### config.mk
export PLATFORM = sky130hd
export DESIGN_NAME = bram_arbiter
export DESIGN_NICKNAME = d
export VERILOG_FILES = /design/src/rtl/bram_arbiter.sv
export SDC_FILE = /design/constraint.sdc
export NUM_CORES = 2
export LEC_CHECK = 0
export ABC_CLOCK_PERIOD_IN_PS = 11000
export CAP_MARGIN = 20
export CORE_ASPECT_RATIO = 1.75
export CORE_MARGIN = 5
export CORE_UTILIZATION = 40
export DETAILED_ROUTE_END_ITERATION = 8
export SLEW_MARGIN = 20
export SYNTH_ARGS = -nofsm -noshare
export SYNTH_HDL_FRONTEND = slang
export SYNTH_SLANG_ARGS = --single-unit
### constraint.sdc
create_clock -name i_clk -period 11 [get_ports i_clk]
set_clock_uncertainty 0.2 [all_clocks]
set_input_delay 2.75 -clock i_clk [delete_from_list [all_inputs] [get_ports i_clk]]
set_output_delay 2.75 -clock i_clk [all_outputs]
set_load 0.005 [all_outputs]
### src/rtl/bram_arbiter.sv
// Two-requester round-robin arbiter in front of a single iCE40 4kb block RAM.
// Optional burst-lock priority is enabled by defining BRAM_ARB_LOCK_EN.

module bram #(
    parameter int DATA_SZ = 16,
    parameter int ADDR_SZ = 8
) (
    input  logic               i_wclk,
    input  logic               i_wr_en,
    input  logic [ADDR_SZ-1:0] i_waddr,
    input  logic [DATA_SZ-1:0] i_wdata,
    input  logic               i_rclk,
    input  logic               i_rd_en,
    input  logic [ADDR_SZ-1:0] i_raddr,
    output logic [DATA_SZ-1:0] o_rdata
);
    logic [DATA_SZ-1:0] mem [2**ADDR_SZ];
    logic [DATA_SZ-1:0] rdata_q;

    always_ff @(posedge i_wclk) begin
        if (i_wr_en) mem[i_waddr] <= i_wdata;
    end

    // Read port holds its last word whenever rd_en is low.
    always_ff @(posedge i_rclk) begin
        if (i_rd_en) rdata_q <= mem[i_raddr];
    end

    assign o_rdata = rdata_q;
endmodule

module bram_arbiter #(
    parameter int DATA_SZ = 16,
    parameter int ADDR_SZ = 8
) (
    input  logic               i_clk,
    input  logic               i_rst,
    input  logic               i_a_req,
    input  logic               i_a_wr,
    input  logic [ADDR_SZ-1:0] i_a_addr,
    input  logic [DATA_SZ-1:0] i_a_wdata,
    output logic               o_a_ack,
    output logic               o_a_rvalid,
    output logic [DATA_SZ-1:0] o_a_rdata,
`ifdef BRAM_ARB_LOCK_EN
    input  logic               i_a_lock,
    input  logic               i_b_lock,
`endif
    input  logic               i_b_req,
    input  logic               i_b_wr,
    input  logic [ADDR_SZ-1:0] i_b_addr,
    input  logic [DATA_SZ-1:0] i_b_wdata,
    output logic               o_b_ack,
    output logic               o_b_rvalid,
    output logic [DATA_SZ-1:0] o_b_rdata
);
    typedef enum logic {REQ_A = 1'b0, REQ_B = 1'b1} req_t;

    req_t               last_grant_q, last_grant_d;
    req_t               owner_q, owner_d;
    req_t               favor;
    logic               rd_pend_q, rd_pend_d;
    logic [DATA_SZ-1:0] a_rdata_q, a_rdata_d;
    logic [DATA_SZ-1:0] b_rdata_q, b_rdata_d;
    logic               lock_q, lock_d;

    logic               a_ack, b_ack, any_ack;
    logic               win_wr;
    logic [ADDR_SZ-1:0] win_addr;
    logic [DATA_SZ-1:0] win_wdata;
    logic               ram_wr_en, ram_rd_en;
    logic [DATA_SZ-1:0] ram_rdata;
    logic               a_rvalid, b_rvalid;

    // A held lock keeps priority with the previous winner; otherwise alternate.
    always_comb begin
        favor = (last_grant_q == REQ_A) ? REQ_B : REQ_A;
        if (lock_q) favor = last_grant_q;
    end

    always_comb begin
        a_ack = 1'b0;
        b_ack = 1'b0;
        if (!i_rst) begin
            if (i_a_req && i_b_req) begin
                a_ack = (favor == REQ_A);
                b_ack = (favor == REQ_B);
            end else begin
                a_ack = i_a_req;
                b_ack = i_b_req;
            end
        end
    end

    assign any_ack   = a_ack | b_ack;
    assign win_wr    = a_ack ? i_a_wr    : i_b_wr;
    assign win_addr  = a_ack ? i_a_addr  : i_b_addr;
    assign win_wdata = a_ack ? i_a_wdata : i_b_wdata;
    assign ram_wr_en = any_ack &  win_wr;
    assign ram_rd_en = any_ack & ~win_wr;

    bram #(
        .DATA_SZ(DATA_SZ),
        .ADDR_SZ(ADDR_SZ)
    ) u_bram (
        .i_wclk (i_clk),
        .i_wr_en(ram_wr_en),
        .i_waddr(win_addr),
        .i_wdata(win_wdata),
        .i_rclk (i_clk),
        .i_rd_en(ram_rd_en),
        .i_raddr(win_addr),
        .o_rdata(ram_rdata)
    );

    // Masking with reset drops a response whose read was granted just before reset.
    assign a_rvalid = rd_pend_q && (owner_q == REQ_A) && !i_rst;
    assign b_rvalid = rd_pend_q && (owner_q == REQ_B) && !i_rst;

    always_comb begin
        last_grant_d = last_grant_q;
        owner_d      = owner_q;
        rd_pend_d    = ram_rd_en;
        a_rdata_d    = a_rdata_q;
        b_rdata_d    = b_rdata_q;
        if (any_ack) last_grant_d = a_ack ? REQ_A : REQ_B;
        if (ram_rd_en) owner_d = a_ack ? REQ_A : REQ_B;
        if (a_rvalid) a_rdata_d = ram_rdata;
        if (b_rvalid) b_rdata_d = ram_rdata;
    end

`ifdef BRAM_ARB_LOCK_EN
    // Lock ends when the holder is granted without lock or idles for a cycle.
    always_comb begin
        lock_d = lock_q;
        if (any_ack) begin
            lock_d = a_ack ? i_a_lock : i_b_lock;
        end else if (lock_q) begin
            if ((last_grant_q == REQ_A) ? !i_a_req : !i_b_req) lock_d = 1'b0;
        end
    end
`else
    always_comb begin
        lock_d = 1'b0;
    end
`endif

    always_ff @(posedge i_clk) begin
        if (i_rst) begin
            last_grant_q <= REQ_B;
            owner_q      <= REQ_A;
            rd_pend_q    <= 1'b0;
            a_rdata_q    <= '0;
            b_rdata_q    <= '0;
            lock_q       <= 1'b0;
        end else begin
            last_grant_q <= last_grant_d;
            owner_q      <= owner_d;
            rd_pend_q    <= rd_pend_d;
            a_rdata_q    <= a_rdata_d;
            b_rdata_q    <= b_rdata_d;
            lock_q       <= lock_d;
        end
    end

    assign o_a_ack    = a_ack;
    assign o_b_ack    = b_ack;
    assign o_a_rvalid = a_rvalid;
    assign o_b_rvalid = b_rvalid;
    assign o_a_rdata  = a_rvalid ? ram_rdata : a_rdata_q;
    assign o_b_rdata  = b_rvalid ? ram_rdata : b_rdata_q;
endmodule

Word level (Yosys, flattened, before mapping)
Memory sizes are Yosys's and may differ from the RTL's. A register that Yosys moved wholly into a read port is not among the register bits.
Index checks and enable logic that the tools add are counted.
{"block": "op_classes", "mux": 13, "order_cmp": 0, "n_shift": 0, "bitwise": 5, "eq_ne": 0, "n_div": 0, "reduce_logical": 6, "n_mul": 0, "n_addsub": 0}
{"cell": "$mux 16", "n": 3}
{"cell": "$mux 1", "n": 9}
{"cell": "$mux 8", "n": 1}
{"cell": "$logic_and 1x1->1", "n": 5}
{"cell": "$and 1x1->1", "n": 2}
{"cell": "$not 1->1", "n": 2}
{"cell": "$logic_not 1->1", "n": 1}
{"cell": "$or 1x1->1", "n": 1}
{"block": "word_totals", "register_bits": 35, "ramBits": 4096, "inputBits": 54, "latch_bits": 0, "mem_count": 1, "elab_cells": 30, "rom_bits": 0, "out_inout_bits": 36}
{"memory": "u_bram.mem", "depth": 256, "word_bits": 16, "read_ports": 1, "rd_ports_with_merged_regs": 1, "wr": 1, "line_no": "17", "source": "logic [DATA_SZ-1:0] mem [2**ADDR_SZ];"}

Longest topological paths before layout
{"block": "depth", "word_depth": 7, "ltp_mapped": 15, "ltp_nobuf": 10}

By module
From an unflattened synthesis, not the netlist that was laid out.
{"block": "hier_totals", "cells_unflattened": 7585, "hier_area_um2": 160901.8}
{"module": "bram", "seq_area_each_um2": 123478.4, "cells_each": 7360, "area_per_inst_um2": 158874.9, "instances": 1}
{"module": "bram_arbiter", "seq_area_each_um2": 700.7, "cells_each": 225, "area_per_inst_um2": 2026.9, "instances": 1}

Worst setup path before layout
Ideal clock, no wire load.
{"block": "synth_timing", "path_type": "in2reg", "startpoint": "input port i_rst", "endpoint": "memory u_bram.mem[0][10], data pin", "setup_time_ns": 0.822, "path_buffers": 3, "path_stages": 8, "required_time_ns": 9.978, "arrival_ns": 7.086, "slack_ns": 2.891, "cell_sequence": "and2b_4 -> buf_6 -> nand2_1 -> inv_2 -> clkbuf_1 -> buf_1 -> nand2_1 -> nand2_1"}
{"block": "synth_between", "elab_chain_len": 2}
{"item": "from (decl)", "line_no": "37", "source": "input logic i_rst,"}
{"item": "$mux 1", "line_no": "84", "source": "if (!i_rst) begin"}
{"item": "named net o_a_ack", "line_no": "42", "source": "output logic o_a_ack,"}
{"item": "$mux 16", "line_no": "98", "source": "assign win_wdata = a_ack ? i_a_wdata : i_b_wdata;"}
{"item": "named net u_bram.i_wdata[10]", "line_no": "11", "source": "input logic [DATA_SZ-1:0] i_wdata,"}
{"item": "to (decl)", "line_no": "17"}
The timed path passes the listed nets, and every way through them passes these cells.

Worst setup path in the final report
{"block": "layout_timing", "startpoint": "input port i_rst", "endpoint": "output port o_a_ack"}
{"block": "layout_between", "elab_chain_len": 1}
{"item": "$mux 1", "line_no": "84"}
{"item": "to (decl)", "line_no": "42"}
No other way between the ends.

==> out/results.md <==
• **post_cts resized** 0
• **CTS root buf** sky130_fd_sc_hd__clkbuf_16
• **launching point of the worst reg2reg path** last_grant_q$_SDFFE_PP1P_
• **number of antenna violations at the first check in global routing** 35
• **Layout Nets** 11200
• **CTS tree** built
• **async set-reset flop share out of synthesis** 0%
• **global routing usage summed across all routing layers** 23.6%
• **CTS clock-pin slew for the worst setup and hold paths** 0.07 ns
• **Post-DRT Antenna Nets** 0
• **via count of the routed design** 99000
• **pin count of the biggest net entering global routing** 169
• **share of the synthesized area in the top cell type** 76.2%
• **synthesized cell area** 162000 µm²
• **RD Place Congestion** 0.952
• **Register-to-Register Path Depth** 12
• **EDFF count, synth** 4112
• **Mapped Cells** 10900
• **maximum clock frequency** 117 MHz
• **unrepaired setup endpoints after global routing** no
• **leakage power total** 59.4 nW
• **count of pins on the block boundary** 90
• **library cell occupying the most area in the post-synthesis netlist** sky130_fd_sc_hd__edfxtp_1
• **first element of the critical path** i_rst
• **total overflow reported by the global router** 0
• **final count of pins violating max slew** 0
• **count of unique library cells instantiated by Yosys** 81
• **setup slack of the most critical reg-to-reg path** 4.54 ns
• **WP data required** 8.05 ns
• **vias per inst** 5.93
• **number of synthesized register bits** 4147
• **Worst Setup EP** o_a_ack
• **standard cell core area** 404000 µm²
• **Synth warnings** 0
• **Die Footprint** 418000 µm²
• **capture point of the worst reg-to-reg path** u_bram.o_rdata[5]$_DFFE_PP_
• **Area Growth Syn to Fin** 12.9%
• **final setup violating endpoints** 0
• **CTS H-tree depth** 5
• **number of buffers inserted by port buffering** 89
• **GR met3 Demand/Resource** 3.94%
• **category of the most critical setup path** in -> out
• **power density relative to cell area** 181 nW/µm²
• **Mapped Avg Cell Area** 14.8 µm²
• **number of buffers added by the clock tree synthesis step** 355
• **signal arrival time at the worst endpoint** 5.56 ns
• **iteration count of the initial detailed-routing pass** 6
• **Cells after DPL** 16000
• **Primary FF master, synth** sky130_fd_sc_hd__edfxtp_1
• **drc violations** 0
• **global-route wire length before repair** 721 mm
• **top post-synthesis cells by area** sky130_fd_sc_hd__edfxtp_1 (76%), sky130_fd_sc_hd__nand2_1 (5.9%), sky130_fd_sc_hd__nand3_1 (2.1%)
• **wire length per cell after detailed routing** 30.7 µm
• **drt first-iter violations** 11600
• **Die Span Y** 852 µm
• **clock sink count** 4147
• **die boundary width** 491 µm
• **Most Used Layer, Global Route** met2
• **type of element capturing the critical path** output port
• **peak supply drop** 0.128 mV
• **clock latency of the later-clocked register in the worst-skew pair** 0.94 ns
• **Sum Neg Setup Slack** 0 ns
• **initial standard-cell utilization of the core** 40.1%
• **post-CTS setup buffer count** 0
• **final worst-path cycle share** 77.4%
• **clk buf depth** 4
• **share of layout cells above drive strength 1** 11.1%
• **status** completed
• **fraction of the yosys area taken by sequential cells** 76.6%
• **crit start category** input port
• **minimum clock period after layout** 8.51 ns
• **transition time at the pin with the least slew margin** 1.40 ns
• **Std-Cell Rows** 309
• **Final Hold Fails** 0
• **met2 demand-to-capacity share in global routing** 40.1%
• **post-synth net total** 11000
• **wire length after detailed routing** 512 mm
• **post-layout total power** 0.0331 W
• **number of maximum-capacitance violations** 0
• **worst-path maximum fanout** 40
• **via count of the first global-routing pass** 96600
• **count of hold-fix buffers inserted at cts** 0
• **worst min-delay path category** reg -> reg
• **Final Instance Count excl. Fillers** 16700
• **Detailed Place HPWL** 311 mm
• **grt met1 use** 27.3%
• **worst-case headroom to the max-slew limit** 6.75%
-- cells in the final DEF, fill, tap and decap left out, drive strengths merged, types with 258 or more instances in the layout --
master / n
a211oi: 289
a31oi: 258
and3: 293
buf: 480
clkbuf: 435
edfxtp: 4112
mux2i: 270
nand2: 2563
nand3: 685
nor2: 313
-- registers in the layout (all words and copies together), names as in the netlist --
name / count
rd_pend_q: 1
a_rdata_q: 16
last_grant_q: 1
b_rdata_q: 16
owner_q: 1
u_bram.o_rdata: 16
u_bram.mem: 4096
-- critical path, stage by stage --
cell and delay, ns:
sky130_fd_sc_hd__buf_2 0.16, sky130_fd_sc_hd__buf_4 0.28, sky130_fd_sc_hd__and2b_4 0.49, sky130_fd_sc_hd__nand2_2 0.58, sky130_fd_sc_hd__inv_2 0.27, sky130_fd_sc_hd__buf_4 0.40
sky130_fd_sc_hd__clkdlybuf4s50_1 0.59
-- metal layers --
metal | part of all wire, % | vias to the layer above | wire length [µm]
met5 | 0.052 | - | 265
met4 | 8.3 | 36 | 42600
met3 | 8.1 | 1120 | 41300
met2 | 49 | 5090 | 252000
met1 | 34 | 50500 | 176000
li1 | - | 42300 | -
-- synth_stat cells (72+ instances only) --
library cell and instances:
sky130_fd_sc_hd__edfxtp_1 4112, sky130_fd_sc_hd__nand2_1 2563, sky130_fd_sc_hd__nand3_1 682, sky130_fd_sc_hd__clkbuf_1 330, sky130_fd_sc_hd__nor2_1 304, sky130_fd_sc_hd__and3_1 290
sky130_fd_sc_hd__a211oi_1 288, sky130_fd_sc_hd__buf_2 275, sky130_fd_sc_hd__mux2i_1 269, sky130_fd_sc_hd__a31oi_1 258, sky130_fd_sc_hd__a21oi_1 232, sky130_fd_sc_hd__a32oi_1 196
sky130_fd_sc_hd__nand4_1 166, sky130_fd_sc_hd__a311oi_1 130, sky130_fd_sc_hd__mux4_2 123, sky130_fd_sc_hd__buf_1 98, sky130_fd_sc_hd__o2111ai_1 75, sky130_fd_sc_hd__a22oi_1 72
-- how the worst min path moves through the flow --
| stage | from | end | slack [ns] | depth (start not counted) |
|---|---|---|---|---|
| 5_1_grt | b_rdata_q[2]$_SDFF_PP0_ | b_rdata_q[2]$_SDFF_PP0_ | 0.39 | 3 |
| 3_3_place_gp | b_rdata_q[1]$_SDFF_PP0_ | b_rdata_q[1]$_SDFF_PP0_ | 0.34 | 3 |
| 2_1_floorplan | owner_q$_SDFFE_PP0P_ | owner_q$_SDFFE_PP0P_ | 0.29 | 2 |
| 4_1_cts | last_grant_q$_SDFFE_PP1P_ | last_grant_q$_SDFFE_PP1P_ | 0.38 | 2 |
| 3_5_place_dp | b_rdata_q[14]$_SDFF_PP0_ | b_rdata_q[14]$_SDFF_PP0_ | 0.36 | 3 |
| 6_report | b_rdata_q[1]$_SDFF_PP0_ | b_rdata_q[1]$_SDFF_PP0_ | 0.37 | 3 |
-- per-stage QoR --
| stage | cell area, µm² | util, % | worst slack [ns] | hold WS [ns] |
|---|---|---|---|---|
| after CTS | 183000 | 45.2 | 2.53 | 0.375 |
| after global placement | 171000 | 42.3 | 0.830 | 0.341 |
| after detailed placement | 171000 | 42.4 | 1.55 | 0.360 |
| after floorplan | 162000 | - | 2.89 | 0.288 |
| final | 183000 | 45.3 | 2.49 | 0.368 |
| after global routing | 183000 | 45.3 | 2.39 | 0.391 |
-- area by class of cell --
class	count	area, µm²
clock buffer	435	9380
timing repair buffer	568	5350
antenna	14	35.0
tap	5287	6620
inverter	6	22.5
multi-input combinational	6033	35100
sequential	4147	124000
clock inverter	207	2230
fill	34700	221000
-- report_power, final --
part | internal (W) | switching (W) | total (W)
combinational | 0.000639 | 0.00208 | 0.00272
clock | 0.00714 | 0.00570 | 0.0128
sequential | 0.0176 | 0.0000218 | 0.0176
total | 0.0253 | 0.00781 | 0.0331
-- cells by family after synthesis --
group,after synthesis,share of synthesized area (%)
AO/OA/AOI/OAI,1494,6.73
multiplexers,409,3.49
flip-flops,4147,76.6
AND/OR/NAND/NOR,4130,11.0
buffers and inverters,759,2.11
Note: power is estimated with default switching activity, not from simulation.
